[src/rtl/ram_arb_pkg.sv]
// ram_arb_pkg: arbiter state encoding, fixed requester indices and the tape/FDD round-robin helper.
package ram_arb_pkg;
   typedef enum logic [1:0] {IDLE, ISSUE, WAIT, DONE} arb_state_t;
   localparam int REQ_DMA  = 0;
   localparam int REQ_TAPE = 1;
   localparam int REQ_FDD  = 2;
   localparam int REQ_CPU  = 3;
   // Returns {fdd, tape} one-hot; rr = 1 favours FDD when both ask.
   function automatic logic [1:0] rr_pick(input logic t, input logic f, input logic rr);
      return (t && f) ? (rr ? 2'b10 : 2'b01) : {f, t};
   endfunction
endpackage

[src/rtl/ram_arb_select.sv]
// ram_arb_select: combinational one-hot winner; DMA first, then starved tape/FDD, then CPU, then tape/FDD round-robin.
module ram_arb_select
   import ram_arb_pkg::*;
#(
   parameter int NREQ = 4
) (
   input  logic [NREQ-1:0] i_req,
   input  logic            i_rr,
   input  logic [1:0]      i_starve,
   output logic [NREQ-1:0] o_sel
);
   logic [1:0] w_norm, w_hung;
   assign w_norm = rr_pick(i_req[REQ_TAPE], i_req[REQ_FDD], i_rr);
   assign w_hung = rr_pick(i_req[REQ_TAPE] & i_starve[0], i_req[REQ_FDD] & i_starve[1], i_rr);
   always_comb begin
      o_sel = '0;
      if (i_req[REQ_DMA]) o_sel[REQ_DMA] = 1'b1;
      else if (|w_hung) {o_sel[REQ_FDD], o_sel[REQ_TAPE]} = w_hung;
      else if (i_req[REQ_CPU]) o_sel[REQ_CPU] = 1'b1;
      else {o_sel[REQ_FDD], o_sel[REQ_TAPE]} = w_norm;
   end
endmodule

[src/rtl/ram_port_arbiter.sv]
// ram_port_arbiter: request/grant/ack sharing of the single SDRAM byte port, one operation at a time.
// Define ARB_STARVE_GUARD_EN to let a starved tape/FDD requester overtake the CPU.
module ram_port_arbiter
   import ram_arb_pkg::*;
#(
   parameter int AW         = 25,
   parameter int NREQ       = 4,
   parameter int STARVE_MAX = 4
) (
   input  logic              clk_sys,
   input  logic              reset,
   input  logic [NREQ-1:0]   req,
   input  logic [NREQ-1:0]   req_we,
   input  logic [NREQ*AW-1:0] req_addr,
   input  logic [NREQ*8-1:0] req_din,
   output logic [NREQ-1:0]   grant,
   output logic [NREQ-1:0]   ack,
   output logic [7:0]        rdata,
   output logic [AW-1:0]     mem_addr,
   output logic [7:0]        mem_din,
   output logic              mem_we,
   output logic              mem_rd,
   input  logic [7:0]        mem_dout,
   input  logic              mem_ready,
   output logic              busy
);
   arb_state_t      r_state, w_next;
   logic [NREQ-1:0] r_grant, w_sel;
   logic [AW-1:0]   r_addr, w_addr;
   logic [7:0]      r_din, w_din, r_rdata;
   logic            r_we, w_we, r_wcnt, r_rr, w_pick, w_done;
   logic [1:0]      w_starve;

   if (STARVE_MAX < 1 || STARVE_MAX > 7) begin : g_bad_starve
      $error("STARVE_MAX must fit the 3-bit starvation counters");
   end

   assign w_pick = (r_state == IDLE) && (|req) && mem_ready;
   // Completion needs two WAIT cycles even if the sram never drops ready.
   assign w_done = (r_state == WAIT) && r_wcnt && mem_ready;

   ram_arb_select #(.NREQ(NREQ)) u_sel (
      .i_req   (req),
      .i_rr    (r_rr),
      .i_starve(w_starve),
      .o_sel   (w_sel)
   );

   always_comb begin
      w_addr = '0;
      w_din  = '0;
      w_we   = 1'b0;
      for (int i = 0; i < NREQ; i++) begin
         w_addr |= w_sel[i] ? req_addr[i*AW +: AW] : '0;
         w_din  |= w_sel[i] ? req_din[i*8 +: 8] : '0;
         w_we   |= w_sel[i] & req_we[i];
      end
   end

   always_ff @(posedge clk_sys or posedge reset)
      if (reset) r_state <= IDLE;
      else r_state <= w_next;

   always_comb begin
      w_next = r_state;
      case (r_state)
         IDLE:    w_next = w_pick ? ISSUE : IDLE;
         ISSUE:   w_next = WAIT;
         WAIT:    w_next = w_done ? DONE : WAIT;
         default: w_next = IDLE;
      endcase
   end

   always_ff @(posedge clk_sys or posedge reset)
      if (reset) begin
         r_grant <= '0;
         r_addr  <= '0;
         r_din   <= '0;
         r_we    <= 1'b0;
         r_wcnt  <= 1'b0;
         r_rr    <= 1'b0;
         r_rdata <= '0;
      end else begin
         r_wcnt <= r_state == WAIT;
         if (w_done && !r_we) r_rdata <= mem_dout;
         if (w_pick) begin
            r_grant <= w_sel;
            r_addr  <= w_addr;
            r_din   <= w_din;
            r_we    <= w_we;
            r_rr    <= w_sel[REQ_TAPE] | (r_rr & ~w_sel[REQ_FDD]);
         end else if (r_state == DONE) r_grant <= '0;
      end

`ifdef ARB_STARVE_GUARD_EN
   for (genvar g = 0; g < 2; g++) begin : g_starve
      logic [2:0] r_cnt;
      always_ff @(posedge clk_sys or posedge reset)
         if (reset) r_cnt <= '0;
         else if (w_pick)
            r_cnt <= w_sel[REQ_TAPE+g] ? 3'd0 :
                     (req[REQ_TAPE+g] && !w_sel[REQ_DMA] && r_cnt != 3'd7) ? r_cnt + 3'd1 : r_cnt;
      assign w_starve[g] = r_cnt >= 3'(STARVE_MAX);
   end
`else
   assign w_starve = 2'b00;
`endif

   always_comb begin
      grant    = r_grant;
      ack      = (r_state == DONE) ? r_grant : '0;
      rdata    = r_rdata;
      mem_addr = r_addr;
      mem_din  = r_din;
      mem_we   = (r_state == ISSUE) & r_we;
      mem_rd   = (r_state == ISSUE) & ~r_we;
      busy     = r_state != IDLE;
   end
endmodule

[config.mk]
export PLATFORM = sky130hd
export DESIGN_NAME = ram_port_arbiter
export DESIGN_NICKNAME = d
export VERILOG_FILES = /design/src/rtl/ram_arb_pkg.sv /design/src/rtl/ram_arb_select.sv /design/src/rtl/ram_port_arbiter.sv
export SDC_FILE = /design/constraint.sdc
export NUM_CORES = 1
export LEC_CHECK = 0
export CAP_MARGIN = 5
export CORE_MARGIN = 3
export CORE_UTILIZATION = 33
export DETAILED_ROUTE_END_ITERATION = 8
export GPL_ROUTABILITY_DRIVEN = 0
export PLACE_DENSITY = 0.77
export SLEW_MARGIN = 20
export SYNTH_ARGS = -nofsm -noshare
export SYNTH_HDL_FRONTEND = slang
export SYNTH_SLANG_ARGS = --single-unit
[constraint.sdc]
create_clock -name clk_sys -period 1.8 [get_ports clk_sys]
set_clock_uncertainty 0.15 [all_clocks]
set_input_delay 0.36 -clock clk_sys [delete_from_list [all_inputs] [get_ports clk_sys]]
set_output_delay 0.36 -clock clk_sys [all_outputs]
set_load 0.005 [all_outputs]
==> results of run 1 <==
power breakdown:
part           total [uW]  switching [uW]  internal [uW]  leakage [uW]
clock                 846             420            425     0.0000592
sequential           2030             356           1670      0.000580
combinational        3600            1420           2180       0.00147
total                6470            2200           4270       0.00211
cells by family (layout without fill, tap and decap cells):
| kind of cell | after synthesis | after routing | share of synthesized area |
|---|---|---|---|
| buffers and inverters | 47 | 257 | 0.0700 |
| AOI/OAI and AO/OA | 109 | 109 | 0.317 |
| muxes | 8 | 8 | 0.0285 |
| and+or+nand+nor | 86 | 87 | 0.170 |
| DFF | 50 | 50 | 0.395 |
| other | 0 | 1 | 0 |
| adders and majority gates | 5 | 5 | 0.0198 |
registers in the layout (all words and copies together), names as in the netlist:
signal    count
mem_addr     25
r_wcnt        1
rdata         8
r_rr          1
mem_din       8
r_state       2
r_we          1
grant         4
path summary, 6_finish.rpt:
path	from	endpoint	slack, ps	depth (start not counted)
worst max-delay path	r_state[0]	mem_rd	-50	5
worst min-delay path	reset	rdata[7]	250	3
min in group clk_sys	rdata[3]	rdata[3]	360	1
worst min register to register	rdata[3]	rdata[3]	360	1
worst max register to register	r_state[0]	mem_addr[21]	50	7
max in group asynchronous	reset	mem_addr[14]	990	3
critical path, delay by kind of cell, from the launching register on:
| kind | cells | cell delay [ps] |
|---|---|---|
| adder cells (fa/ha/maj) | 1 | 140 |
| AND/OR/NAND/NOR | 1 | 110 |
| buffers and inverters | 3 | 350 |
| flip-flops | 1 | 430 |
metal layers:
layer,part of all wire,wire length [um],vias to the layer above,track usage
li1,-,-,1675,-
met1,0.38,4830,1798,0.267
met2,0.53,6660,161,0.413
met3,0.069,880,24,0.0497
met4,0.022,283,2,0.0703
met5,0.00055,7,-,0
repair_timing:
| item | CTS | global route |
|---|---|---|
| gates resized for setup | 51 | 13 |
| gates cloned | 1 | 0 |
| pin swaps | 3 | 1 |
| setup endpoints to repair | 46 | 42 |
| hold buffers | 0 | 0 |
| setup buffers | 5 | 2 |
placed cells by master, fill, tap and decap left out, types with 2 or more instances in the layout:
cell type,n
buf_4,28
dlygate4sd2_1,4
inv_6,2
clkdlybuf4s50_1,190
buf_2,2
nand4_1,69
a41oi_2,30
and2_4,6
mux2_2,8
a41oi_1,4
a22oi_1,34
clkbuf_8,5
ha_4,3
a22o_1,4
dfrtp_1,49
inv_2,3
a21oi_1,35
buf_12,9
nand2_1,2
ha_1,2
buf_6,8
area by class of cell:
cell class	count	area, um2
tap	129	161
antenna	1	2.50
multi-input combinational	209	1790
fill	778	3480
clock inverter	3	47.5
sequential	50	1250
clock buffer	5	68.8
inverter	4	15.0
timing repair buffer	245	2470
metrics by stage:
step	cells	worst slack (ps)	util	hold WS, ps
6_report	646	-46.1	0.625	245
5_1_grt	645	-94.3	0.625	273
4_1_cts	643	-86.0	0.619	270
3_5_place_dp	629	-487	0.595	343
3_3_place_gp	629	-413	0.595	335
2_1_floorplan	305	-34.7	-	329
==> results.json, run 1 <==
{
  "cts_buffers": 5,
  "cap_viol_max_count": 0,
  "core_area_um2": 9280,
  "initialDrtViolationCount": 194,
  "clkTransAtPathRegs_ps": 110,
  "tightestPinTransition_ps": 292,
  "grt_pass1_vias": 4013,
  "end_kind": "output port",
  "stdcell_area_um2": 5810,
  "syn_area_per_cell_um2": 10.4,
  "cts_tree": "done",
  "grt_overflow": 0,
  "yosys-top-cells-area": "dfrtp_1 (40%), a41oi_2 (15%), nand4_1 (14%)",
  "syn_inst": 305,
  "cellPowerDensity_nw_per_um2": 1110,
  "avgViaCountPerCell": 5.67,
  "seq_area_frac_synth": 0.395,
  "num_vias": 3660,
  "layout-drive-gt1-share": 0.229,
  "grtUsageTotal": 0.228,
  "start_util": 0.341,
  "clockBufferDepth": 2,
  "clk_latency_ps": 300,
  "cp_max_fo": 2,
  "peakVddDrop_mv": 0.566,
  "drv_slew": 0,
  "ys_types": 24,
  "numPortBuffers": 202,
  "hold_violations": 0,
  "synth-edff-count": 0,
  "hpwl_um": 9420,
  "violations": "setup timing",
  "fp.dieW_um": 104,
  "numClockSinks": 50,
  "drc": 0,
  "first_pass_iters": 5,
  "synth_ff_type": "dfrtp_1",
  "grt_pass1_wl_um": 20400,
  "rsz0062_at_grt": "true",
  "cp-start-kind": "flip-flop",
  "ys_ff_latch": 50,
  "yosys-top-cells-count": "nand4_1 (69), dfrtp_1 (50), clkbuf_1 (37)",
  "fp-row-count": 35,
  "finalSetupTns_ps": -86.9,
  "cpMostUsedCell": "buf_6",
  "async_reset_ff_frac": 1.00,
  "max_clock_freq_ghz": 0.542,
  "cp_slowest_cell": "dfrtp_2",
  "wire_per_inst_um": 19.6,
  "status": "finished, violations left",
  "synthToLayoutAreaGrowth_pct": 83.4,
  "die-area_um2": 10800,
  "yosysMostFrequentCell": "nand4_1",
  "path_class": "reg -> out",
  "cts-htree-levels": 2,
  "crit_required_ps": 1290,
  "slew_headroom": 0.805,
  "wirelength_um": 12700,
  "syn_nets": 461,
  "fp.dieH_um": 104,
  "critPathMaxStageDelay_ps": 430,
  "cp_data_arrival_time_ps": 1340,
  "yosys.area.top_type_share": 0.395,
  "ys.warnings.count": 0,
  "setup_viol": 2,
  "setup_ws_ps": -46.1,
  "place_area_um2": 5520,
  "syn_area_um2": 3170,
  "min_path_type": "in -> async",
  "antenna_found_initial": 1,
  "post-route-period-util": 1.03,
  "grt_max_degree": 51,
  "path_cells": "buf_6 > buf_6 > ha_4 > nor2b_4 > buf_2",
  "leakagePower_uw": 0.00211,
  "synth_area_leader_cell": "dfrtp_1",
  "fin_crit_ps": 1850,
  "fin_nets": 671,
  "clock-root-buffer": "clkbuf_8",
  "ant_nets": 0,
  "total_power_uw": 6470,
  "io_pins": 203
}
Note: power is estimated with default switching activity, not from simulation.
==> inputs of run 2 (changes only) <==
- CTS_BUF_LIST: unset -> sky130_fd_sc_hd__clkbuf_16
==> run 2 against run 1 <==
The flow now finishes without violations; setup slack improved by 58 ps; register-to-register slack about the same; clock power increased by 32%; combinational power about the same; power increased by 4.7%; global-route usage increased by 0.24 points; sequential share of layout area decreased by 0.33 points; core utilization increased by 0.97 points.
==> results.json, run 2 (synthesis gave the netlist of run 1 again) <==
{
  "max_clock_freq_ghz": 0.559,
  "post-route-period-util": 0.993,
  "initialDrtViolationCount": 174,
  "cellPowerDensity_nw_per_um2": 1150,
  "crit_required_ps": 1290,
  "cap_viol_max_count": 0,
  "cp_data_arrival_time_ps": 1280,
  "wirelength_um": 12900,
  "finalSetupTns_ps": 0,
  "mostFrequentLayoutCells": "clkdlybuf4s50_1 (191), nand4_1 (69), dfrtp_1 (49)",
  "core_area_um2": 9280,
  "wire_per_inst_um": 19.9,
  "utilization": 0.635,
  "start_util": 0.341,
  "tightestPinTransition_ps": 284,
  "grt_pass1_vias": 4041,
  "pwr-share-comb": 0.533,
  "path_cells": "buf_6 > ha_4 > and2_1 > buf_2",
  "num_vias": 3696,
  "ant_nets": 0,
  "synthToLayoutAreaGrowth_pct": 86.2,
  "nFillCells": 771,
  "intPower_uw": 4530,
  "p_sw_uw": 2250,
  "drv_slew": 0,
  "antenna_found_initial": 1,
  "die-area_um2": 10800,
  "swShare": 0.331,
  "cp-start-kind": "flip-flop",
  "largest_register_ffs": 25,
  "cp_top_family": "flip-flops",
  "grt_overflow": 0,
  "cts_buffers": 5,
  "path_class": "reg -> out",
  "cp_max_fo": 5,
  "final_common_cell": "clkdlybuf4s50_1",
  "fp-row-count": 35,
  "holdWs_ps": 286,
  "clock-root-buffer": "clkbuf_16",
  "min_path_type": "in -> async",
  "setup_viol": 0,
  "status": "complete, no violations",
  "cts-htree-levels": 2,
  "layout-drive-gt1-share": 0.232,
  "fin_nets": 673,
  "io_pins": 203,
  "slew_headroom": 0.811,
  "avgViaCountPerCell": 5.71,
  "fin_crit_ps": 1790,
  "critPathMaxStageDelay_ps": 440,
  "numPortBuffers": 202,
  "clkTransAtPathRegs_ps": 70,
  "rsz0062_at_grt": "true",
  "cts_tree": "done",
  "hpwl_um": 9420,
  "clockPowerShare": 0.165,
  "cts_hold_buf": 0,
  "num_antenna_cells": 0,
  "critPathBufInv": 2,
  "cp_slowest_cell": "dfrtp_2",
  "leakagePower_uw": 0.00215,
  "p_seq_frac": 0.301,
  "clockBufferDepth": 2,
  "grt_max_degree": 51,
  "stdcell_area_um2": 5900,
  "fp.dieW_um": 104,
  "grtUsageTotal": 0.230,
  "clk_latency_ps": 290,
  "end_kind": "output port",
  "grt_pass1_wl_um": 20600,
  "hold_violations": 0,
  "fp.dieH_um": 104,
  "peakVddDrop_mv": 0.569,
  "first_pass_iters": 4,
  "place_area_um2": 5520,
  "numClockSinks": 50,
  "drc": 0
}
## run 2: cell types whose count changed in the layout (fill, tap and decap cells not counted), sizes merged
cell / delta
buf: -2
diode: -1
clkdlybuf4s50: +1
clkdlybuf4s15: -1
and2: +1
dlymetal6s2s: -1
dlygate4sd2: +1
clkbuf: +1
bufbuf: +2
## run 2: path summary, 6_finish.rpt
check	slack, ps	endpoint	startpoint	depth (start not counted)
max	10	ack[1]	r_state[0]	4
min	290	rdata[7]	reset	3
max reg2reg	50	rdata[5]	r_state[0]	6
min reg2reg	360	rdata[3]	rdata[3]	1
max in group asynchronous	970	mem_addr[23]	reset	3
min in group clk_sys	360	rdata[3]	rdata[3]	1
## run 2: power groups by stage
stage / sequential, uW / clock [uW] / combinational [uW]
detailed placement: 2020 / 0 / 3390
floorplan: 2010 / 0 / 1360
CTS: 2020 / 1130 / 3560
global route: 2110 / 1180 / 3870
global placement: 2020 / 0 / 3290
finish: 2040 / 1120 / 3610
## run 2: layout make-up
| class | instances | area [um2] | share of cell area |
|---|---|---|---|
| multi-input cells | 210 | 1800 | 0.305 |
| clock buffers | 5 | 125 | 0.0212 |
| flip-flops and latches | 50 | 1250 | 0.212 |
| well taps | 129 | 161 | 0.0274 |
| clock inverters | 3 | 47.5 | 0.00806 |
| repair buffers | 246 | 2490 | 0.423 |
| inverters | 4 | 15.0 | 0.00255 |
## run 2: layer usage
layer	global-route usage	share of wire	vias up
met1	0.269	0.38	1811
met2	0.415	0.53	182
met4	0.0731	0.020	2
met5	0	0.00054	-
met3	0.0534	0.075	22
li1	-	-	1679
## run 2: worst reg2reg max path, delay by kind of cell, from the launching register on
kind | cells | cell delay (ps)
simple gates | 2 | 400
buf+inv | 2 | 200
mux | 1 | 280
fa+ha+maj | 1 | 170
flops | 1 | 440
## run 2: through the flow
step,instances,power [uW],worst slack [ps]
after floorplan,305,3370,-34.7
after global placement,629,5310,-413
after detailed placement,629,5410,-487
after CTS,646,6710,-78.4
after global routing,647,7170,-31.0
final,647,6780,12.3
## run 2: timing repair
item	in CTS	in global routing
setup buffers	5	1
gates resized for setup	36	19
setup endpoints to repair	46	22
cloned	4	0
pin swaps	2	3
